<file path="src/rtl/conv_sequencer.sv">
// Convolution tap/output sequencer: K*K taps + MAC_LAT wait + 1 out cycle per output, all outputs registered.
// Backpressure: holds out_valid and coordinates in OUT until out_ready; no taps issue while stalled.
module conv_sequencer #(
  parameter int H       = 256,
  parameter int W       = 256,
  parameter int PADDING = 1,
  parameter int FILTERS = 64,
  parameter int K       = 3,
  parameter int MAC_LAT = 2
) (
  input  logic                             clk,
  input  logic                             rst_n,
  input  logic                             start,
  input  logic                             abort,
  output logic                             busy,
  output logic                             done,
  output logic                             tap_valid,
  output logic                             tap_first,
  output logic                             tap_last,
  output logic                             tap_pad,
  output logic [$clog2(H)-1:0]             in_row,
  output logic [$clog2(W)-1:0]             in_col,
  output logic [$clog2(FILTERS*K*K)-1:0]   w_addr,
  output logic                             out_valid,
  input  logic                             out_ready,
  output logic [$clog2(H)-1:0]             out_row,
  output logic [$clog2(W)-1:0]             out_col,
  output logic [$clog2(FILTERS)-1:0]       out_filt
);

  localparam int RW = $clog2(H);
  localparam int CW = $clog2(W);
  localparam int FW = $clog2(FILTERS);
  localparam int AW = $clog2(FILTERS*K*K);
  localparam int KW = (K > 1) ? $clog2(K) : 1;
  localparam int LW = (MAC_LAT > 1) ? $clog2(MAC_LAT) : 1;

  typedef enum logic [2:0] {IDLE, RUN, WAIT, OUT, DONE} state_t;

  state_t          state_q, state_n;
  logic [RW-1:0]   row_q, row_n;
  logic [CW-1:0]   col_q, col_n;
  logic [FW-1:0]   filt_q, filt_n;
  logic [KW-1:0]   ky_q, ky_n, kx_q, kx_n;
  logic [LW-1:0]   wcnt_q, wcnt_n;

  int              ir_n, ic_n, wa_n;
  logic            pad_n;

  always_comb begin
    state_n = state_q;
    row_n   = row_q;
    col_n   = col_q;
    filt_n  = filt_q;
    ky_n    = ky_q;
    kx_n    = kx_q;
    wcnt_n  = wcnt_q;
    // abort wins over start and over a same-cycle transfer; counters are left as-is
    if (abort) begin
      state_n = IDLE;
    end else begin
      case (state_q)
        IDLE: if (start) begin
          row_n   = '0;
          col_n   = '0;
          filt_n  = '0;
          ky_n    = '0;
          kx_n    = '0;
          state_n = RUN;
        end
        RUN: begin
          if (kx_q == KW'(K-1)) begin
            kx_n = '0;
            if (ky_q == KW'(K-1)) begin
              ky_n    = '0;
              wcnt_n  = '0;
              state_n = (MAC_LAT == 0) ? OUT : WAIT;
            end else begin
              ky_n = ky_q + KW'(1);
            end
          end else begin
            kx_n = kx_q + KW'(1);
          end
        end
        WAIT: begin
          if (wcnt_q == LW'(MAC_LAT-1)) state_n = OUT;
          else                          wcnt_n  = wcnt_q + LW'(1);
        end
        OUT: if (out_ready) begin
          if (row_q == RW'(H-1) && col_q == CW'(W-1) && filt_q == FW'(FILTERS-1))
            state_n = DONE;
          else
            state_n = RUN;
          if (filt_q == FW'(FILTERS-1)) begin
            filt_n = '0;
            if (col_q == CW'(W-1)) begin
              col_n = '0;
              row_n = (row_q == RW'(H-1)) ? '0 : row_q + RW'(1);
            end else begin
              col_n = col_q + CW'(1);
            end
          end else begin
            filt_n = filt_q + FW'(1);
          end
        end
        DONE:    state_n = IDLE;
        default: state_n = IDLE;
      endcase
    end

    // Tap fields are precomputed from next-state counters so they can be registered.
    ir_n  = int'(row_n) + int'(ky_n) - PADDING;
    ic_n  = int'(col_n) + int'(kx_n) - PADDING;
    wa_n  = (int'(filt_n) * K + int'(ky_n)) * K + int'(kx_n);
    pad_n = (ir_n < 0) || (ir_n >= H) || (ic_n < 0) || (ic_n >= W);
  end

  always_ff @(posedge clk or negedge rst_n) begin
    if (!rst_n) begin
      state_q   <= IDLE;
      row_q     <= '0;
      col_q     <= '0;
      filt_q    <= '0;
      ky_q      <= '0;
      kx_q      <= '0;
      wcnt_q    <= '0;
      busy      <= 1'b0;
      done      <= 1'b0;
      out_valid <= 1'b0;
      tap_valid <= 1'b0;
      tap_first <= 1'b0;
      tap_last  <= 1'b0;
      tap_pad   <= 1'b0;
      in_row    <= '0;
      in_col    <= '0;
      w_addr    <= '0;
    end else begin
      state_q   <= state_n;
      row_q     <= row_n;
      col_q     <= col_n;
      filt_q    <= filt_n;
      ky_q      <= ky_n;
      kx_q      <= kx_n;
      wcnt_q    <= wcnt_n;
      busy      <= (state_n == RUN) || (state_n == WAIT) || (state_n == OUT);
      done      <= (state_n == DONE);
      out_valid <= (state_n == OUT);
      if (state_n == RUN) begin
        tap_valid <= 1'b1;
        tap_first <= (ky_n == '0) && (kx_n == '0);
        tap_last  <= (ky_n == KW'(K-1)) && (kx_n == KW'(K-1));
        tap_pad   <= pad_n;
        in_row    <= pad_n ? '0 : RW'(ir_n);
        in_col    <= pad_n ? '0 : CW'(ic_n);
        w_addr    <= AW'(wa_n);
      end else begin
        tap_valid <= 1'b0;
        tap_first <= 1'b0;
        tap_last  <= 1'b0;
        tap_pad   <= 1'b0;
        in_row    <= '0;
        in_col    <= '0;
        w_addr    <= '0;
      end
    end
  end

  assign out_row  = row_q;
  assign out_col  = col_q;
  assign out_filt = filt_q;

endmodule

</file>
<file path="config.mk">
export PLATFORM = sky130hd
export DESIGN_NAME = conv_sequencer
export DESIGN_NICKNAME = d
export VERILOG_FILES = /design/src/rtl/conv_sequencer.sv
export SDC_FILE = /design/constraint.sdc
export NUM_CORES = 1
export LEC_CHECK = 0
export CAP_MARGIN = 40
export CORE_AREA = 3 3 65 127
export DETAILED_ROUTE_END_ITERATION = 16
export DIE_AREA = 0 0 68 130
export PLACE_DENSITY = 0.82
export SLEW_MARGIN = 0
export SYNTH_ARGS = -nofsm -noshare
export SYNTH_HDL_FRONTEND = slang
export SYNTH_SLANG_ARGS = --single-unit
</file>
<file path="constraint.sdc">
create_clock -name clk -period 7.7 [get_ports clk]
set_input_delay 1.925 -clock clk [delete_from_list [all_inputs] [get_ports clk]]
set_output_delay 1.925 -clock clk [all_outputs]
set_load 0.005 [all_outputs]
</file>
==> results of run 1 <==
## sequential cells by signal, summed over array words and instances (netlist names), 3 cells and up
register / flops
in_col: 8
out_filt: 6
out_row: 8
out_col: 8
w_addr: 10
state_q: 3
in_row: 8
## where the power goes
part / leakage, nW / internal (mW) / switching [mW] / total, mW
clock: 0.135 / 0.252 / 0.160 / 0.412
sequential: 0.869 / 0.344 / 0.00949 / 0.354
combinational: 1.46 / 0.102 / 0.137 / 0.239
total: 2.46 / 0.699 / 0.306 / 1.00
## critical path, delay by kind of cell
family | cells | cell delay [ns]
adder cells (fa/ha/maj) | 5 | 1.78
AO/OA/AOI/OAI | 6 | 1.07
AND/OR/NAND/NOR | 6 | 0.77
buffers and inverters | 2 | 0.73
XOR/XNOR | 2 | 0.37
## per-layer routing
layer  track usage (%)  up-vias
met4              17.4        0
met3              6.46       46
li1                  -     1720
met1              25.1     1777
met2              48.6      108
met5                 0        -
## logic make-up (layout without fill, tap and decap cells)
group                    Yosys count  after routing  synth area share [%]
adder cells (fa/ha/maj)           55             55                  16.8
multiplexers                       2              2                 0.516
AND/OR/NAND/NOR                  144            144                  18.9
XOR/XNOR                          20             20                  4.44
AO/OA/AOI/OAI                    114            114                  18.9
buffers and inverters             41            110                  4.30
flip-flops                        63             63                  36.1
## layout by cell type (no fill, tap or decap), types with 3 or more instances in the layout
master	instances
or3_1	3
nor2b_1	7
clkbuf_16	9
nand2b_1	7
nor3_1	7
clkinvlp_4	3
dfrtp_1	63
o31a_1	9
a22o_1	4
nor3b_1	5
nor3_2	10
inv_1	30
xnor2_1	7
ha_1	49
o31ai_1	10
o21bai_1	6
o21a_1	7
nand3_1	7
nand2_1	29
xor2_1	12
nor2_1	33
a31oi_1	4
o21ai_0	27
clkdlybuf4s50_1	58
nor4_1	5
fa_1	6
nand4_1	7
a32o_1	3
a21o_1	9
and2_1	6
a21oi_1	17
and4_1	3
buf_4	4
## how the worst min path moves through the flow
stage,from,to,slack [ns],cells after the start
4_1_cts,wcnt_q,wcnt_q,0.52,2
3_5_place_dp,wcnt_q,wcnt_q,0.50,2
5_1_grt,wcnt_q,wcnt_q,0.55,2
3_3_place_gp,wcnt_q,wcnt_q,0.47,2
6_report,wcnt_q,wcnt_q,0.53,2
2_1_floorplan,wcnt_q,wcnt_q,0.45,2
## layout make-up
class                   instances  area, um^2  share of cell area (%)
repair buffers                 63         616                    11.6
multi-input cells             335        2600                    48.8
well taps                      92         115                    2.16
clock inverters                 6        70.1                    1.32
inverters                      31         116                    2.19
clock buffers                  10         229                    4.30
flip-flops and latches         63        1580                    29.6
## metrics by stage
step	hold WS, ns	util [%]	power (mW)	setup WS [ns]	instance area (um^2)
after floorplan	0.453	-	0.531	1.86	4360
after global placement	0.469	68.1	0.591	1.12	5020
after detailed placement	0.504	68.1	0.600	0.942	5020
after CTS	0.517	72.2	1.01	1.27	5320
after global routing	0.553	72.2	1.05	0.838	5320
final	0.531	72.2	1.00	1.25	5320
==> flow_summary.yaml, run 1 <==
worst_setup_path:
  ff2ff_setup_slack_ns: 2.91
  startpoint_type: "input port"
  crit_start: "abort"
  arrival_ns: 6.66
  cpMaxStageDelayCell: "clkdlybuf4s50_1"
  crit_chain: "clkdlybuf4s50_1, nor2_1, o21ai_2, buf_4, o21bai_1, nand2_1, o21ai_0, fa_1, ha_1, fa_1, a21oi_1, nor2_1, nor2_1, xnor2_1, ha_1, ha_1, nand2_1, o21ai_0, o41ai_1, xor2_1, nor2_1"
  cpPeakStageDelay_ns: 0.52
  rr_worst_depth: 19
  rr_endpoint: "w_addr[8]"
  path_class: "input port to flip-flop"
  crit_top_cell: "nor2_1"
  end_kind: "flip-flop"
  critPathMaxFanout: 19
  rr_startpoint: "state_q[0]"
  cp-endpoint: "w_addr[8]"
  required_ns: 7.92
logic_synthesis:
  ys_types: 62
  netlist_top_cells_count: "63 x dfrtp_1, 49 x ha_1, 33 x nor2_1, 30 x inv_1, 29 x nand2_1"
  syn_inst: 439
  syn_avg_cell_area_um2: 9.94
  synth_top_cell_by_area: "dfrtp_1"
  yosys_warnings: 0
  synth_ff_type: "dfrtp_1"
  async_flop_share_pct: 100
  synth_top_cell_area_share_pct: 36.1
  synth-edff-count: 0
  synth_area_um2: 4360
  synth_seq_cells: 63
  synthesis.nets: 499
  synth_seq_area_share_pct: 36.1
  yosys-top-cells-area: "dfrtp_1 36%, ha_1 14%, o21ai_0 3.1%"
  yosysMostFrequentCell: "dfrtp_1"
global_routing:
  grt_max_degree: 64
  grt-ovfl-total: 0
  antenna_found_initial: 0
  grt_pass1_vias: 3835
  grt_pass1_wl_mm: 17.5
  grt_usage_pct: 26.7
clocking:
  numCtsBuffers: 9
  clk_pin_slew_worst_paths_ns: 0.06
  cts_tree: "yes"
  post_cts_buffers: 0
  cts_buffer_depth: 2
  clkLatencyLatePin_ns: 0.34
  cts-resized-gates: 0
  holdBufCountCts: 0
  clock-root-buffer: "clkbuf_16"
  cts.sinks: 63
  h-tree-depth: 3
sta:
  finalCriticalPeriod_ns: 6.45
  fin_skew_ns: 0.00693
  max_freq_ghz: 0.155
  tns_ns: 0
  tightest_slew_ns: 0.787
  slew_headroom_pct: 47.5
  fin_crit_sh_pct: 83.7
  setup_violations: 0
  slew_viol_final: 0
  hold_viol: 0
  rsz0062_at_grt: "false"
run_status:
  status: "finished, final reports clean"
place:
  dp_hpwl_mm: 8.15
  gp_congestion: 0.953
  dp.cells: 584
  io_buffers: 59
routing:
  drt-total-wl_mm: 10.6
  wl_met2_mm: 5.90
  dr.max_layer_used: "met4"
  dr.pass1.iters: 4
  vias: 3651
  vias_per_cell: 6.09
  wl_per_cell_um: 17.6
  ant_nets: 0
  route.layer.met1.wl_mm: 3.71
  drtIter0Drc: 216
  wl_met3_um: 400
  drc_errors: 0
die:
  rows: 44
  initial_utilization_pct: 59.2
  core_um2: 7380
  die_area_um2: 8840
  io_pins: 60
  die_w_um: 68
  die_y_um: 130
cells_and_area:
  final_nets: 563
  syn2layout_area_growth_pct: 22.0
  drive_gt1_share_pct: 9.84
  fill_cells: 596
  diodes: 0
  instances_no_fill: 600
power_and_ir_drop:
  powerDensity_nw_per_um2: 189
  ir_drop_v: 0.000169
  p_leak_nw: 2.46
hold_path:
  min_path_type: "flip-flop to flip-flop"
flow_run:
  cap_violations: 0
Note: power is estimated with default switching activity, not from simulation.
==> run 2: changes to the inputs <==
- CORE_AREA: 3 3 65 127 -> 3 3 71 139
- DIE_AREA: 0 0 68 130 -> 0 0 74 142
- PLACE_DENSITY: 0.82 -> 0.72
- clock period: 7.7 -> 5.4 ns (I/O delays scaled with it)
==> flow_summary.yaml, run 2 (synthesis gave the netlist of run 1 again) <==
global_routing:
  grt-ovfl-total: 0
  grt_usage_pct: 23.5
  grt_max_degree: 34
  antenna_found_initial: 0
  grt_pass1_wl_mm: 18.9
  grt_pass1_vias: 3939
sta:
  finalCriticalPeriod_ns: 5.30
  tns_ns: 0
  fin_skew_ns: 0.00594
  slew_viol_final: 0
  hold_viol: 0
  fin_crit_sh_pct: 98.1
  max_freq_ghz: 0.189
  tightest_slew_ns: 0.746
  slew_headroom_pct: 50.2
  rsz0062_at_grt: "true"
  setup_violations: 0
  finalWorstSetupSlack_ns: 0.103
clocking:
  numCtsBuffers: 9
  h-tree-depth: 3
  cts_buffer_depth: 2
  clk_pin_slew_worst_paths_ns: 0.05
  cts_tree: "yes"
  clock-root-buffer: "clkbuf_16"
  clkLatencyLatePin_ns: 0.33
  cts.sinks: 63
place:
  dp_hpwl_mm: 8.95
  gp_congestion: 0.906
  dp.cells: 648
  dpl_cell_area_um2: 5470
  post-place-ws_ns: -0.570
  io_buffers: 59
cells_and_area:
  layout_common_cells: "63 x dfrtp_1, 59 x buf_4, 57 x clkdlybuf4s50_1"
  post-route-util_pct: 65.0
  syn2layout_area_growth_pct: 34.1
  largest_register: "w_addr"
  layout_commonest_cell: "dfrtp_1"
  largest_reg_flops: 10
  final_nets: 620
  final_area_um2: 5850
  diodes: 0
  instances_no_fill: 667
  drive_gt1_share_pct: 21.2
worst_setup_path:
  path_class: "input port to flip-flop"
  startpoint_type: "input port"
  crit_start: "abort"
  cpPeakStageDelay_ns: 0.47
  rr_startpoint: "state_q[1]"
  ff2ff_setup_slack_ns: 0.87
  crit_top_cell: "nor2_1"
  crit_chain: "dlygate4sd2_1, or3_4, or2_2, a22o_1, fa_1, ha_2, fa_2, a21oi_1, nor2_1, nor2_2, buf_4, nor2b_1, o21ai_0, nand2b_1, ha_1, ha_2, nor2_1, nor2_1, o41ai_2, xor2_1, nor2_1"
  cp-endpoint: "w_addr[8]"
  cpMaxStageDelayCell: "fa_1"
  required_ns: 5.59
  critPathMaxFanout: 3
  rr_worst_depth: 20
  end_kind: "flip-flop"
  arrival_ns: 5.49
  rr_endpoint: "w_addr[8]"
die:
  io_pins: 60
  core_um2: 9010
  rows: 49
  die_w_um: 74
  die_area_um2: 10500
  die_y_um: 142
  initial_utilization_pct: 48.4
run_status:
  status: "finished, final reports clean"
power_and_ir_drop:
  ir_drop_v: 0.000207
  powerDensity_nw_per_um2: 249
  p_leak_nw: 2.77
routing:
  vias: 3799
  drtIter0Drc: 212
  ant_nets: 0
  drc_errors: 0
  wl_per_cell_um: 17.4
  vias_per_cell: 5.70
  drt-total-wl_mm: 11.6
  dr.pass1.iters: 4
flow_run:
  cap_violations: 0
hold_path:
  min_path_type: "flip-flop to flip-flop"
-- run 2: layout make-up --
type	instances	area, um^2
fill	754	3160
multi-input combinational	335	2670
sequential	63	1580
timing repair buffer	120	1070
clock buffer	13	250
tap	102	128
inverter	31	116
clock inverter	3	42.5
-- run 2: how the worst min path moves through the flow --
stage,depth (start not counted),endpoint,start,slack [ns]
after floorplan,2,wcnt_q,wcnt_q,0.45
after global placement,2,wcnt_q,wcnt_q,0.46
after detailed placement,2,wcnt_q,wcnt_q,0.49
after CTS,2,wcnt_q,wcnt_q,0.50
after global routing,2,wcnt_q,wcnt_q,0.54
final,2,wcnt_q,wcnt_q,0.49
-- run 2: critical path: cells and delay by family --
family	cells	cell delay (ns)
buffers and inverters	2	0.41
AND/OR/NAND/NOR	9	1.28
adder cells (fa/ha/maj)	5	1.66
AO/OA/AOI/OAI	4	0.62
XOR/XNOR	1	0.14
-- run 2: through the flow --
| stage | hold slack [ns] | power (mW) |
|---|---|---|
| 2_1_floorplan | 0.453 | 0.756 |
| 3_3_place_gp | 0.464 | 0.888 |
| 3_5_place_dp | 0.486 | 0.897 |
| 4_1_cts | 0.496 | 1.48 |
| 5_1_grt | 0.538 | 1.54 |
| 6_report | 0.494 | 1.46 |
-- run 2: routing by layer --
metal / up-vias / GRT usage [%] / share of wire [%]
met3: 20 / 4.81 / 3.3
met1: 1852 / 23.1 / 35
met4: 0 / 10.5 / 2.9
met2: 86 / 44.9 / 59
met5: - / 0 / 0
li1: 1841 / - / -
-- run 2: what timing repair did --
item | CTS | global route
cloned | 0 | 0
setup buffers | 2 | 1
endpoints found under the setup margin | 4 | 4
hold buffers | 0 | 0
gates resized for setup | 5 | 14
pin swaps | 3 | 3
-- run 2: power breakdown --
part / total, mW / leakage, nW / internal (mW) / switching, mW
combinational: 0.383 / 1.76 / 0.181 / 0.202
clock: 0.571 / 0.140 / 0.369 / 0.202
sequential: 0.505 / 0.869 / 0.491 / 0.0140
total: 1.46 / 2.77 / 1.04 / 0.418
